## src/rtl/dmem_arbiter.sv

```systemverilog
// Data-memory port arbiter between the MEM stage (CPU) and a debug/loader port.
// Define DMEM_ARB_STARVE_EN to compile in the debug wait counter and the FORCE grant state.
module dmem_arbiter #(
  parameter int DM_ADDRESS = 9,
  parameter int DATA_W     = 32,
  parameter int WAIT_MAX   = 8
) (
  input  logic                  clk,
  input  logic                  reset,
  input  logic                  cpu_rd,
  input  logic                  cpu_wr,
  input  logic [DM_ADDRESS-1:0] cpu_addr,
  input  logic [DATA_W-1:0]     cpu_wdata,
  input  logic [2:0]            cpu_funct3,
  output logic [DATA_W-1:0]     cpu_rdata,
  output logic                  cpu_stall,
  input  logic                  dbg_valid,
  input  logic                  dbg_we,
  input  logic [DM_ADDRESS-1:0] dbg_addr,
  input  logic [DATA_W-1:0]     dbg_wdata,
  output logic                  dbg_ready,
  output logic                  dbg_rvalid,
  output logic [DATA_W-1:0]     dbg_rdata,
  input  logic                  dbg_halt,
  output logic                  halted,
  output logic                  mem_rd,
  output logic                  mem_wr,
  output logic [DM_ADDRESS-1:0] mem_addr,
  output logic [DATA_W-1:0]     mem_wdata,
  output logic [2:0]            mem_funct3,
  input  logic [DATA_W-1:0]     mem_rdata
);

  localparam logic [2:0] LP_WORD_FUNCT3 = 3'b010;

  if ((WAIT_MAX < 1) || (WAIT_MAX > 255)) begin : g_wait_max_range
    $error("dmem_arbiter: WAIT_MAX must be in 1..255");
  end

`ifdef DMEM_ARB_STARVE_EN
  typedef enum logic [1:0] {
    ST_CPU_PRI = 2'd0,
    ST_FORCE   = 2'd1,
    ST_HALTED  = 2'd2
  } state_t;

  localparam logic [7:0] LP_WAIT_MAX  = 8'(WAIT_MAX);
  localparam logic [7:0] LP_WAIT_LAST = 8'(WAIT_MAX - 1);

  logic [7:0] r_wait_cnt;
`else
  typedef enum logic [1:0] {
    ST_CPU_PRI = 2'd0,
    ST_HALTED  = 2'd2
  } state_t;
`endif

  state_t r_state;
  state_t w_next_state;

  logic w_cpu_req;
  logic w_cpu_gnt;
  logic w_dbg_own;
  logic w_dbg_ready;
  logic w_dbg_rd_acc;

  assign w_cpu_req = cpu_rd | cpu_wr;

  // NOTE: every signal assigned in an always_comb gets a default first, so no
  // path through the case/if leaves a value held and a latch inferred.
  always_comb begin
    w_next_state = r_state;
    w_cpu_gnt    = 1'b0;
    w_dbg_own    = 1'b0;
    cpu_stall    = 1'b0;

    case (r_state)
      ST_CPU_PRI: begin
        w_cpu_gnt = w_cpu_req;
        w_dbg_own = ~w_cpu_req;
        // A CPU store granted now completes this cycle; the halt takes effect
        // at the following edge, so the store is never lost.
        if (dbg_halt) begin
          w_next_state = ST_HALTED;
        end
`ifdef DMEM_ARB_STARVE_EN
        else if (dbg_valid && w_cpu_req && (r_wait_cnt == LP_WAIT_LAST)) begin
          w_next_state = ST_FORCE;
        end
`endif
      end
`ifdef DMEM_ARB_STARVE_EN
      ST_FORCE: begin
        w_dbg_own    = 1'b1;
        cpu_stall    = w_cpu_req;
        w_next_state = ST_CPU_PRI;
      end
`endif
      ST_HALTED: begin
        w_dbg_own = 1'b1;
        cpu_stall = w_cpu_req;
        if (!dbg_halt) begin
          w_next_state = ST_CPU_PRI;
        end
      end
      default: begin
        w_next_state = ST_CPU_PRI;
      end
    endcase

    // Nobody touches memory while reset is held.
    if (reset) begin
      w_cpu_gnt = 1'b0;
      w_dbg_own = 1'b0;
      cpu_stall = 1'b0;
    end
  end

  assign w_dbg_ready  = w_dbg_own & dbg_valid;
  assign w_dbg_rd_acc = w_dbg_ready & ~dbg_we;
  assign dbg_ready    = w_dbg_ready;
  assign halted       = (r_state == ST_HALTED);
  assign cpu_rdata    = w_cpu_gnt ? mem_rdata : '0;

  // NOTE: sequential state uses non-blocking assignments so every register
  // samples pre-edge values, independent of the order of always_ff blocks.
  always_ff @(posedge clk) begin
    if (reset) begin
      r_state <= ST_CPU_PRI;
    end else begin
      r_state <= w_next_state;
    end
  end

`ifdef DMEM_ARB_STARVE_EN
  always_ff @(posedge clk) begin
    if (reset) begin
      r_wait_cnt <= '0;
    end else if (w_dbg_ready || (r_state != ST_CPU_PRI)) begin
      r_wait_cnt <= '0;
    end else if (dbg_valid && (r_wait_cnt != LP_WAIT_MAX)) begin
      r_wait_cnt <= r_wait_cnt + 8'd1;
    end
  end
`endif

  // Memory port mux; simultaneous CPU rd/wr resolves to the write.
  always_comb begin
    mem_rd     = 1'b0;
    mem_wr     = 1'b0;
    mem_addr   = '0;
    mem_wdata  = '0;
    mem_funct3 = '0;
    if (w_cpu_gnt) begin
      mem_wr     = cpu_wr;
      mem_rd     = cpu_rd & ~cpu_wr;
      mem_addr   = cpu_addr;
      mem_wdata  = cpu_wdata;
      mem_funct3 = cpu_funct3;
    end else if (w_dbg_ready) begin
      mem_wr     = dbg_we;
      mem_rd     = ~dbg_we;
      mem_addr   = dbg_addr;
      mem_wdata  = dbg_wdata;
      mem_funct3 = LP_WORD_FUNCT3;
    end
  end

  // Debug read response: one-cycle pulse, data held until the next read.
  always_ff @(posedge clk) begin
    if (reset) begin
      dbg_rvalid <= 1'b0;
      dbg_rdata  <= '0;
    end else begin
      dbg_rvalid <= w_dbg_rd_acc;
      if (w_dbg_rd_acc) begin
        dbg_rdata <= mem_rdata;
      end
    end
  end

endmodule
```

## config.mk

```make
export PLATFORM = sky130hd
export DESIGN_NAME = dmem_arbiter
export DESIGN_NICKNAME = d
export VERILOG_FILES = /design/src/rtl/dmem_arbiter.sv
export SDC_FILE = /design/constraint.sdc
export NUM_CORES = 1
export LEC_CHECK = 0
export ABC_CLOCK_PERIOD_IN_PS = 3700
export BUFFER_PORTS_ARGS = -buffer_cell sky130_fd_sc_hd__buf_2
export CAP_MARGIN = 0
export CORE_AREA = 2 2 92 94
export CTS_CLUSTER_DIAMETER = 80
export CTS_CLUSTER_SIZE = 12
export DETAILED_ROUTE_END_ITERATION = 8
export DIE_AREA = 0 0 94 96
export PLACE_DENSITY = 0.65
export SYNTH_ARGS = -nofsm -noshare
export SYNTH_HDL_FRONTEND = slang
export SYNTH_SLANG_ARGS = --single-unit
```

## constraint.sdc

```tcl
create_clock -name clk -period 3.7 [get_ports clk]
set_input_delay 0.37 -clock clk [delete_from_list [all_inputs] [get_ports clk]]
set_output_delay 0.37 -clock clk [all_outputs]
set_load 0.05 [all_outputs]
```

Word-level counts from Yosys, hierarchy flattened
Index checks and enable logic that the tools add are counted.
{"block": "op_classes", "eq_ne": 3, "muxes": 20, "bitwise_logic": 7, "n_reduce_logical": 2}
{"cell": "two-way mux 32 bit", "count": 3}
{"cell": "two-way mux 9 bit", "count": 2}
{"cell": "two-way mux 1 bit", "count": 9}
{"cell": "two-way mux 2 bit", "count": 3}
{"cell": "!= test 2 bit, second input constant", "count": 2}
{"cell": "one-hot mux 2 bit (2 select lines)", "count": 1}
{"cell": "bitwise AND 1 bit", "count": 3}
{"cell": "two-way mux 3 bit", "count": 1}
{"cell": "inverter 1 bit", "count": 3}
{"cell": "== test 2 bit, second input constant", "count": 1}
{"cell": "logical NOT 2 bit", "count": 1}
{"cell": "one-hot mux 1 bit (2 select lines)", "count": 1}
{"cell": "AND reduction 2 bit", "count": 1}
{"cell": "OR 1 bit", "count": 1}
{"block": "word_totals", "register_bits": 35, "in_bits": 124, "out_inout_bits": 114, "elab_cells": 35}

Longest topological paths before layout
Gate-level depths: netlist (run 1).
{"block": "depth", "word_depth": 7, "ltp_mapped": 5, "mapped_depth_nobuf": 3}

Worst setup path before layout (run 1)
Ideal clock, no wire load.
{"block": "synth_path", "kind": "reg-to-output", "startpoint": "reg r_state[1]", "endpoint": "out mem_addr[0]", "arrival_time_ns": 1.929, "required_ns": 3.330, "slack_ns": 1.401, "path_stages_with_launch": 6, "n_path_buf": 2, "path_cell_list": "dfxtp_1 > o21bai_2 > and3_1 > buf_2 > buf_6 > a22o_1"}
{"block": "synth_via", "elab_chain_len": 6, "word_cells_on_any_way": 9, "classes_between": "eq/ne (1); mux (6); bitwise (1); reduce/logical (1)"}
{"item": "start: declaration", "line": "58", "text": "state_t r_state;"}
{"item": "start signal: assignment", "line": "131", "text": "r_state <= w_next_state;"}
{"item": "== test 2 bit / logical NOT 2 bit (equally long branches)", "line": "77", "text": "case (r_state)"}
{"item": "one-hot mux 1 bit (2 select lines) (*)", "line": "77"}
{"item": "two-way mux 1 bit (*)", "line": "112", "text": "if (reset) begin"}
{"item": "bitwise AND 1 bit (*)", "line": "119", "text": "assign w_dbg_ready = w_dbg_own & dbg_valid;"}
{"item": "via dbg_ready", "line": "21", "text": "output logic dbg_ready,"}
{"item": "two-way mux 9 bit (*)", "line": "160", "text": "end else if (w_dbg_ready) begin"}
{"item": "two-way mux 9 bit (*)", "line": "154", "text": "if (w_cpu_gnt) begin"}
{"item": "end: declaration", "line": "28", "text": "output logic [DM_ADDRESS-1:0] mem_addr,"}
Mark *: on every way through the listed nets, which the timed path passes. The rest lies on a longest branch.

Worst setup path after layout (run 1)
{"block": "layout_path", "startpoint": "reg r_state[1]", "endpoint": "out mem_wdata[23]"}
{"block": "layout_via", "elab_chain_len": 6, "word_cells_on_any_way": 9, "classes_between": "eq/ne (1); mux (6); bitwise (1); reduce/logical (1)"}
{"item": "== test 2 bit / logical NOT 2 bit (equally long branches)", "line": "77"}
{"item": "one-hot mux 1 bit (2 select lines)", "line": "77"}
{"item": "two-way mux 1 bit", "line": "112"}
{"item": "bitwise AND 1 bit", "line": "119"}
{"item": "two-way mux 32 bit", "line": "160"}
{"item": "two-way mux 32 bit (*)", "line": "154"}
{"item": "end: declaration", "line": "29", "text": "output logic [DATA_W-1:0] mem_wdata,"}
Every way passes the cells marked *; elsewhere a longest branch is shown, timed or not.

==> results of run 1 <==
metal layers:
metal  wire [µm]  global-route usage [%]  vias to the layer above
li1            -                       -                     1355
met1        3530                    21.3                     1249
met2        4410                    33.0                      136
met3         810                    3.99                        7
met4          74                    3.50                        0
met5           0                       0                        -
report_power, final:
group          switching, mW  leakage (nW)  internal (mW)
Combinational          0.358          1.67          0.136
Clock                  0.133        0.0482          0.150
Sequential           0.00709         0.276          0.379
Total                  0.499          2.00          0.665
critical path, stage by stage, from the launching register on:
cell,delay (ns)
dfxtp_1,0.42
o21bai_2,0.16
buf_4,0.35
and3_1,0.20
buf_4,0.39
a22o_1,0.29
buf_2,0.29
cell type report:
type,instances,area [µm²],area share [%]
timing repair buffer,242,1220,36.6
multi-input combinational,184,1210,36.2
sequential,34,681,20.4
tap,105,131,3.93
clock buffer,7,86.3,2.58
inverter,2,7.51,0.225
clock inverter,1,5.00,0.150
placed cells by master (no fill, tap or decap), types with 5 or more instances in the layout:
cell	instances
nand3_1	32
dfxtp_1	34
and2_1	34
buf_4	5
o211ai_1	32
nand2_1	32
a22o_1	42
buf_2	237
clkbuf_8	6
sequential cells by signal, indices dropped and copies added, names as in the netlist:
name	count
dbg_rdata	32
dbg_rvalid	1
r_state	1
worst max path at each step:
stage                       startpoint             to  slack, ns  depth (start not counted)
2_1_floorplan  r_state[1]$_SDFFE_PP0P_    mem_addr[0]       1.40                          5
3_3_place_gp                     reset  mem_wdata[23]       1.20                          6
3_5_place_dp                     reset  mem_wdata[23]       1.14                          6
4_1_cts        r_state[1]$_SDFFE_PP0P_  mem_wdata[23]       0.92                          6
5_1_grt        r_state[1]$_SDFFE_PP0P_  mem_wdata[23]       0.78                          6
6_report       r_state[1]$_SDFFE_PP0P_  mem_wdata[23]       0.93                          6
cell families (layout without fill, tap and decap cells):
| logic type | after synthesis | in the layout |
|---|---|---|
| AOI/OAI and AO/OA | 78 | 78 |
| buffers and inverters | 32 | 252 |
| DFF | 34 | 34 |
| and+or+nand+nor | 106 | 106 |
==> flow_summary_export.csv, run 1 <==
group,metric,value,unit
sta,drv_slew,0,
floorplanning,rows,33,
logic_synthesis,synth_seq_area_share,33.3,%
logic_synthesis,synthAdderAreaFrac,0,%
sta,fmax,361,MHz
finish,final_nets,593,
clock_tree,holdBufCountCts,0,
critical_path,crit_required,3.33,ns
critical_path,cp-start-kind,"register",
global_route,gr-total-overflow,0,
clock_tree,cts_resized,0,
clock_tree,cts_tree,"yes",
floorplanning,dieArea,9020,µm²
critical_path,crit_fanout,44,
logic_synthesis,syn_nets,374,
floorplanning,io_pins,238,
critical_path,reg2reg_depth,3,
critical_path,arrival,2.40,ns
global_route,grt_pass1_wl,12.6,mm
clock_tree,post_cts_buffers,0,
logic_synthesis,synth_top_area_share,33.3,%
place,dpl.cell_count,567,
clock_tree,h-tree-depth,2,
clock_tree,cts.path.max_buffers,2,
power,total_power,1.16,mW
detailed_routing,vias,2747,
sta,worst_slew_pin_slew,1.15,ns
clock_tree,cts_buffers,5,
global_route,grt_pass1_vias,2489,
critical_path,path_class,"register to primary output",
finish,fin_util,41.5,%
clock_tree,cts_root_buffer,"clkbuf_8",
sta,setup_viol,0,
logic_synthesis,synth-seq-cells,34,
logic_synthesis,synth-edff-count,0,
detailed_routing,drc,0,
logic_synthesis,yosys.cell_count.top_type,"a22o_1",
clock_tree,cts_num_sinks,34,
sta,rsz0062_at_grt,"no",
place,finalWeightedCongestion,0.821,
place,post_dp_cell_area,3250,µm²
power,p_leak,2.00,nW
finish,drive_gt1_share,53.8,%
sta,setup_ws,0.930,ns
critical_path,r2r_start,"r_state[1]$_SDFFE_PP0P_",
logic_synthesis,synth_top_family_by_area,"compound AO/OA/AOI/OAI gates",
clock_tree,clock_latency,0.28,ns
place,preCtsSetupSlack,1.14,ns
detailed_routing,drt_first_pass_iters,4,
critical_path,ff2ff_setup_slack,1.93,ns
critical_path,critPathCaptureType,"primary output",
detailed_routing,drt_wl_total,8.82,mm
global_route,grt_max_degree,79,
status,outcome,"complete, no violations",
logic_synthesis,yosysTopAreaCell,"dfxtp_1",
detailed_routing,avgRoutedWirePerCell,15.3,µm
logic_synthesis,muxShareOfSynthArea,0,%
critical_path,r2r-end,"dbg_rdata[2]$_SDFFE_PP0P_",
sta,fin_crit_sh,74.9,%
sta,hold_viol_final,0,
logic_synthesis,synth_ff_type,"dfxtp_1",
logic_synthesis,yosys_warnings,0,
place,portBuffers,237,
logic_synthesis,yosys.area_share.simple,26.9,%
finish,stdcell_count,575,
global_route,grt_antenna_before_repair,0,
sta,hold_ws,0.302,ns
logic_synthesis,syn_inst,250,
logic_synthesis,synth_area,2040,µm²
worst_hold_path,min_to,"dbg_rdata[11]$_SDFFE_PP0P_",
logic_synthesis,netlist_top_cells_area,"dfxtp_1 33%, a22o_1 18%, o211ai_1 12%",
logic_synthesis,avgSynthCellArea,8.17,µm²
sta,finalClockSkew,0.00172,ns
logic_synthesis,synth-xor-area-share,0,%
logic_synthesis,yosysUniqueCellTypes,24,
logic_synthesis,async_flop_share,0,%
detailed_routing,via_per_inst,4.78,
finish,fillCellCount,873,
floorplanning,die_x,94,µm
floorplanning,die-height,96,µm
finish,final_area,3340,µm²
floorplanning,core-area,8050,µm²
power,p_per_area,348,nW/µm²
place,post-dp-hpwl,6.77,mm
worst_hold_path,min_from,"mem_rdata[11]",
job,cap_violations,0,
clock_tree,clk_pin_slew,0.07,ns
worst_hold_path,hold_depth,3,
global_route,grt_usage,17.9,%
sta,setup_tns,0,ns
worst_hold_path,hold_class,"input pin to register",
detailed_routing,drt_iter0_markers,92,
sta,relSlewSlack,23.4,%
logic_synthesis,synth_compound_area_share,31.6,%
floorplanning,start_util,25.4,%
power,vdd_drop_max,0.000196,V
finish,antenna_cells,0,
detailed_routing,antenna_left,0,
finish,syn2layout_area_growth,63.6,%
sta,period_minus_slack,2.77,ns
logic_synthesis,synthTopCellsByCount,"42 x a22o_1, 34 x and2_1, 34 x dfxtp_1",
Power figures use the tool's default switching activity.
==> inputs of run 2 (changes only) <==
--- a/config.mk
+++ b/config.mk
@@ -5,7 +5,8 @@
 export SDC_FILE = /design/constraint.sdc
 export NUM_CORES = 1
 export LEC_CHECK = 0
-export ABC_CLOCK_PERIOD_IN_PS = 3700
+export ABC_AREA = 1
+export ABC_CLOCK_PERIOD_IN_PS = 2600
 export BUFFER_PORTS_ARGS = -buffer_cell sky130_fd_sc_hd__buf_2
 export CAP_MARGIN = 0
 export CORE_AREA = 2 2 92 94
@@ -13,7 +14,7 @@
 export CTS_CLUSTER_SIZE = 12
 export DETAILED_ROUTE_END_ITERATION = 8
 export DIE_AREA = 0 0 94 96
-export PLACE_DENSITY = 0.65
+export PLACE_DENSITY = 0.7
 export SYNTH_ARGS = -nofsm -noshare
 export SYNTH_HDL_FRONTEND = slang
 export SYNTH_SLANG_ARGS = --single-unit
==> constraint.sdc (replaced) <==
create_clock -name clk -period 2.6 [get_ports clk]
set_input_delay 0.26 -clock clk [delete_from_list [all_inputs] [get_ports clk]]
set_output_delay 0.26 -clock clk [all_outputs]
set_load 0.05 [all_outputs]
==> run 2 against run 1 <==
Clock power grew 36%. Sequential power grew 42%. Largest power group unchanged. Global-route usage grew 1.3 points. Flip-flop and latch count is the same. First-iteration DRC count shrank 13%.
==> flow_summary_export.csv, run 2 <==
group,metric,value,unit
logic_synthesis,syn_nets,590,
sta,rsz0062_at_grt,"no",
critical_path,crit_required,2.34,ns
finish,fin_util,48.1,%
global_route,grt_max_degree,43,
logic_synthesis,yosys.cell_count.top_type,"nand2_1",
logic_synthesis,yosysTopAreaCell,"nand2_1",
sta,period_minus_slack,2.17,ns
power,p_per_area,440,nW/µm²
place,finalWeightedCongestion,0.758,
status,outcome,"complete, no violations",
critical_path,arrival,1.91,ns
logic_synthesis,syn_inst,466,
critical_path,path_class,"register to primary output",
power,vdd_drop_max,0.000169,V
global_route,grt_pass1_vias,2925,
clock_tree,post_cts_buffers,0,
floorplanning,die-height,96,µm
sta,hold_viol_final,0,
worst_hold_path,min_from,"dbg_halt",
logic_synthesis,synthTopCellsByCount,"191 x nand2_1, 104 x inv_1, 68 x nor2_1, 34 x dfxtp_1, 32 x nand4_1",
logic_synthesis,synth_ff_type,"dfxtp_1",
detailed_routing,drt_wl_total,9.47,mm
finish,drive_gt1_share,37.1,%
global_route,grt_pass1_wl,13.6,mm
worst_hold_path,min_to,"r_state[1]$_SDFFE_PP0P_",
place,post-dp-hpwl,7.60,mm
finish,antenna_cells,0,
sta,fmax,461,MHz
job,cap_violations,0,
clock_tree,h-tree-depth,2,
clock_tree,clk_pin_slew,0.07,ns
finish,stdcell_count,795,
detailed_routing,drc,0,
logic_synthesis,avgSynthCellArea,5.23,µm²
logic_synthesis,async_flop_share,0,%
clock_tree,cts_tree,"yes",
finish,fillCellCount,857,
detailed_routing,drt_first_pass_iters,4,
detailed_routing,vias,3410,
floorplanning,die_x,94,µm
detailed_routing,drt_iter0_markers,80,
finish,final_nets,815,
critical_path,reg2reg_depth,8,
clock_tree,cts_num_sinks,34,
global_route,gr-total-overflow,0,
critical_path,r2r-end,"dbg_rdata[26]$_SDFFE_PP0P_",
place,portBuffers,237,
finish,syn2layout_area_growth,58.9,%
logic_synthesis,synth-edff-count,0,
clock_tree,cts_resized,0,
critical_path,critPathCaptureType,"primary output",
critical_path,r2r_start,"r_state[1]$_SDFFE_PP0P_",
sta,hold_ws,0.186,ns
sta,setup_tns,0,ns
logic_synthesis,synth-seq-cells,34,
detailed_routing,antenna_left,0,
finish,top_regs,"dbg_rdata (32), dbg_rvalid (1), r_state (1)",
clock_tree,cts.path.max_buffers,2,
sta,finalClockSkew,0.00742,ns
clock_tree,cts_root_buffer,"clkbuf_8",
logic_synthesis,yosys_warnings,0,
floorplanning,core-area,8050,µm²
worst_hold_path,hold_class,"input pin to register",
sta,setup_ws,0.431,ns
finish,final_common_cell,"buf_2",
logic_synthesis,netlist_top_cells_area,"nand2_1 29%, dfxtp_1 28%, inv_1 16%",
place,preCtsSetupSlack,0.696,ns
worst_hold_path,hold_depth,3,
logic_synthesis,synth_seq_area_share,27.9,%
logic_synthesis,yosysUniqueCellTypes,17,
clock_tree,cts_buffers,5,
sta,relSlewSlack,56.8,%
detailed_routing,via_per_inst,4.29,
finish,largest_register_ffs,32,
detailed_routing,avgRoutedWirePerCell,11.9,µm
sta,setup_viol,0,
global_route,grt_antenna_before_repair,0,
sta,worst_slew_pin_slew,0.646,ns
logic_synthesis,synth_area,2440,µm²
critical_path,cp-start-kind,"register",
global_route,grt_usage,19.1,%
finish,final_cell_mix,"230 x buf_2, 191 x nand2_1, 104 x inv_1",
clock_tree,clock_latency,0.28,ns
floorplanning,rows,33,
finish,final_area,3870,µm²
logic_synthesis,synth_top_area_share,29.4,%
power,total_power,1.70,mW
sta,drv_slew,0,
floorplanning,io_pins,238,
critical_path,ff2ff_setup_slack,1.07,ns
critical_path,crit_fanout,42,
place,dpl.cell_count,789,
sta,fin_crit_sh,83.4,%
place,post_dp_cell_area,3790,µm²
floorplanning,start_util,30.3,%
finish,regMostFlops,"dbg_rdata",
clock_tree,holdBufCountCts,0,
power,p_leak,2.60,nW
floorplanning,dieArea,9020,µm²
## run 2: cell types whose count changed after synthesis, sizes merged, moves of 16 or more
cell	delta
inv	+104
clkbuf	-16
nor2	+68
o211ai	-32
nand4	+32
nand2	+160
and2	-34
a22o	-42
nand3	-31
## run 2: how the worst max path moves through the flow
stage                     to  cells after the start               startpoint
3_5_place_dp   mem_wdata[29]                      8                   cpu_wr
3_3_place_gp    mem_wdata[7]                      8                   cpu_wr
5_1_grt        mem_wdata[14]                      8  r_state[1]$_SDFFE_PP0P_
4_1_cts         mem_wdata[0]                      8  r_state[1]$_SDFFE_PP0P_
6_report        mem_wdata[0]                      8  r_state[1]$_SDFFE_PP0P_
2_1_floorplan         mem_rd                      5  r_state[1]$_SDFFE_PP0P_
## run 2: cell type report
type	instances	area (µm²)	area share, %
repair buffers	244	1340	34.7
clock buffers	6	82.6	2.13
well taps	105	131	3.39
multi-input cells	298	1230	31.7
flip-flops and latches	34	681	17.6
inverters	108	405	10.5
## run 2: critical path, cell delays in order (launching register included)
cell,delay [ns]
dfxtp_1,0.31
inv_1,0.10
o21ai_4,0.09
inv_1,0.07
nand2_2,0.06
inv_2,0.47
nand2_1,0.13
nand2_1,0.11
buf_2,0.26
## run 2: power breakdown
group          total, mW  leakage (nW)  switching [mW]  internal, mW
registers          0.549         0.276         0.00889         0.540
logic              0.771          2.28           0.559         0.212
clock network      0.385        0.0431           0.180         0.204
total               1.70          2.60           0.748         0.956
## run 2: routing by layer
metal  wire length, µm  global-route usage [%]  up-vias
met4               261                    6.76        0
met1              3700                    21.4     1458
met3               702                    4.15       15
met2              4800                    35.8      150
li1                  -                       -     1787
met5                 0                       0        -
## run 2: cell families after synthesis
logic type,synth area share (%)
AND/OR/NAND/NOR,49.3
buffers and inverters,21.7
flip-flops,27.9
AO/OA/AOI/OAI,1.13
==> inputs of run 3 (changes only) <==
==> config.mk (replaced) <==
export PLATFORM = sky130hd
export DESIGN_NAME = dmem_arbiter
export DESIGN_NICKNAME = d
export VERILOG_FILES = /design/src/rtl/dmem_arbiter.sv
export SDC_FILE = /design/constraint.sdc
export NUM_CORES = 1
export LEC_CHECK = 0
export ABC_AREA = 0
export ABC_CLOCK_PERIOD_IN_PS = 1800
export BUFFER_PORTS_ARGS = -buffer_cell sky130_fd_sc_hd__buf_2
export CAP_MARGIN = 0
export CORE_AREA = 2 2 91 93
export CTS_CLUSTER_DIAMETER = 80
export CTS_CLUSTER_SIZE = 12
export DETAILED_ROUTE_END_ITERATION = 8
export DIE_AREA = 0 0 93 95
export PLACE_DENSITY = 0.69
export SYNTH_ARGS = -nofsm -noshare
export SYNTH_HDL_FRONTEND = slang
export SYNTH_SLANG_ARGS = --single-unit
==> constraint.sdc (replaced) <==
create_clock -name clk -period 1.8 [get_ports clk]
set_input_delay 0.18 -clock clk [delete_from_list [all_inputs] [get_ports clk]]
set_output_delay 0.18 -clock clk [all_outputs]
set_load 0.05 [all_outputs]
==> run 3 against run 2 <==
Final area increased by 2.7%. Global-route usage grew 2.0 points. Highest routed layer unchanged. Routed wire length rose by 9.6%. Register-to-register slack got worse by 0.52 ns. Flip-flop and latch count stayed put. Power up 51%. Hold slack worse by 0.068 ns. Sequential share of layout area down 0.36 points. Critical endpoint is now mem_wdata[22]. Clock-buffer cell count unchanged. Final cell count fell by 26%. Die area fell by 2.1%.
==> flow_summary_export.csv, run 3 (same netlist as run 1, synthesis figures left out) <==
group,metric,value,unit
clock_tree,h-tree-depth,2,
finish,syn2layout_area_growth,94.5,%
worst_hold_path,min_to,"dbg_rdata[14]$_SDFFE_PP0P_",
clock_tree,cts.path.max_buffers,2,
detailed_routing,drt_first_pass_iters,4,
critical_path,ff2ff_setup_slack,0.55,ns
finish,final_common_cell,"buf_2",
detailed_routing,avgRoutedWirePerCell,17.7,µm
clock_tree,cts_buffers,5,
global_route,grt_antenna_before_repair,2,
clock_tree,cts_tree,"yes",
worst_hold_path,min_from,"mem_rdata[14]",
place,dpl.cell_count,572,
floorplanning,rows,33,
finish,regMostFlops,"dbg_rdata",
job,cap_violations,0,
sta,drv_slew,0,
place,post-dp-hpwl,7.54,mm
critical_path,slowest_delay,0.36,ns
critical_path,cp_slowest_cell,"dfxtp_4",
detailed_routing,drt_wl_total,10.4,mm
finish,largest_register_ffs,32,
critical_path,crit_chain,"o21bai_4, and3_4, buf_6, a22o_2, buf_12",
finish,stdcell_count,587,
clock_tree,clock_latency,0.28,ns
critical_path,cp-start-kind,"register",
finish,final_nets,604,
critical_path,r2r-end,"dbg_rdata[22]$_SDFFE_PP0P_",
global_route,grt_pass1_wl,14.4,mm
place,portBuffers,237,
detailed_routing,antenna_left,0,
clock_tree,clk_pin_slew,0.07,ns
global_route,grt_max_degree,56,
finish,final_cell_mix,"188 x buf_2, 34 x and2_1, 34 x buf_6",
detailed_routing,drt_iter0_markers,102,
critical_path,r2r_start,"r_state[1]$_SDFFE_PP0P_",
sta,setup_viol,0,
sta,finalClockSkew,0.00723,ns
critical_path,critPathCaptureType,"primary output",
power,p_per_area,646,nW/µm²
sta,relSlewSlack,75.2,%
finish,drive_gt1_share,64.0,%
clock_tree,cts_num_sinks,34,
global_route,gr-total-overflow,0,
sta,fmax,564,MHz
floorplanning,core-area,7930,µm²
critical_path,cp_num_buf_inv,2,
detailed_routing,via_per_inst,4.94,
sta,hold_viol_final,0,
worst_hold_path,hold_class,"input pin to register",
critical_path,arrival,1.59,ns
critical_path,reg2reg_depth,4,
critical_path,path_class,"register to primary output",
sta,period_minus_slack,1.77,ns
power,p_leak,2.18,nW
floorplanning,die_x,93,µm
floorplanning,start_util,25.8,%
global_route,grt_usage,21.2,%
sta,worst_slew_pin_slew,0.372,ns
global_route,grt_pass1_vias,2664,
floorplanning,io_pins,238,
clock_tree,cts_root_buffer,"clkbuf_8",
place,finalWeightedCongestion,0.795,
critical_path,crit_fanout,9,
sta,rsz0062_at_grt,"yes",
status,outcome,"complete, no violations",
critical_path,critPathTopFamily,"compound AO/OA/AOI/OAI gates",
detailed_routing,vias,2897,
floorplanning,die-height,95,µm
clock_tree,holdBufCountCts,0,
critical_path,crit_required,1.62,ns
detailed_routing,drc,0,
finish,fin_util,50.1,%
power,vdd_drop_max,0.000399,V
worst_hold_path,hold_depth,3,
sta,fin_crit_sh,98.4,%
finish,top_regs,"dbg_rdata (32), dbg_rvalid (1), r_state (1)",
floorplanning,dieArea,8840,µm²
-- run 3: cell count changes in the layout (fill, tap and decap cells not counted), moves of 33 or more --
cell     before  now
buf_6         0   34
buf_2       230  188
a22o_2        0   33
and2_1        0   34
nand2_1     191   32
inv_1       104    1
nor2_1       68    1
-- run 3: worst max-delay path by stage --
stage / end / from / depth (start not counted)
3_3_place_gp: mem_wdata[5] / r_state[1]$_SDFFE_PP0P_ / 5
4_1_cts: mem_wdata[31] / r_state[1]$_SDFFE_PP0P_ / 5
2_1_floorplan: mem_addr[0] / r_state[1]$_SDFFE_PP0P_ / 5
5_1_grt: mem_wdata[22] / r_state[1]$_SDFFE_PP0P_ / 5
6_report: mem_wdata[22] / r_state[1]$_SDFFE_PP0P_ / 5
3_5_place_dp: mem_wdata[5] / r_state[1]$_SDFFE_PP0P_ / 5
-- run 3: report_power, final --
part	total, mW	internal [mW]	switching, mW
Sequential	0.792	0.778	0.0136
Combinational	1.24	0.448	0.793
Clock	0.533	0.265	0.268
-- run 3: layout make-up --
| cell class | instances | area, µm² |
|---|---|---|
| Tap cell | 105 | 131 |
| Sequential cell | 34 | 684 |
| Inverter | 2 | 7.51 |
| Clock inverter | 1 | 7.51 |
| Timing Repair Buffer | 253 | 1740 |
| Multi-Input combinational cell | 184 | 1330 |
| Clock buffer | 6 | 72.6 |
| Fill cell | 769 | 3950 |
| Antenna cell | 2 | 5.00 |
-- run 3: metal layers --
metal	wire, µm	track usage, %	vias up
li1	-	-	1376
met4	279	6.74	0
met5	0	0	-
met3	1180	9.66	20
met2	5070	37.0	148
met1	3840	22.9	1353
-- run 3: worst reg2reg max path: cells and delay by family, from the launching register on --
| family | cells | cell delay, ns |
|---|---|---|
| and+or+nand+nor | 1 | 0.09 |
| buffers and inverters | 1 | 0.33 |
| AOI/OAI and AO/OA | 2 | 0.42 |
| DFF | 1 | 0.36 |
-- run 3: through the flow --
step | power, mW | setup TNS [ns] | setup WS, ns | hold WS [ns] | cell area (µm²)
floorplan | 1.53 | 0 | 0.0292 | 0.244 | 2100
global route | 2.69 | -0.603 | -0.0328 | 0.105 | 3980
CTS | 2.51 | 0 | 0.00906 | 0.107 | 3720
detailed placement | 1.92 | 0 | 0.201 | 0.402 | 3490
global placement | 1.91 | 0 | 0.217 | 0.394 | 3490
finish | 2.57 | 0 | 0.0285 | 0.118 | 3980
-- run 3: what timing repair did --
action                                  4_1_cts  5_1_grt
gates resized for setup                      48       45
setup buffers                                 0        2
pin swaps                                     1        0
gates cloned                                  1        3
endpoints found under the setup margin       43       59
endpoints found under the hold margin         0        0
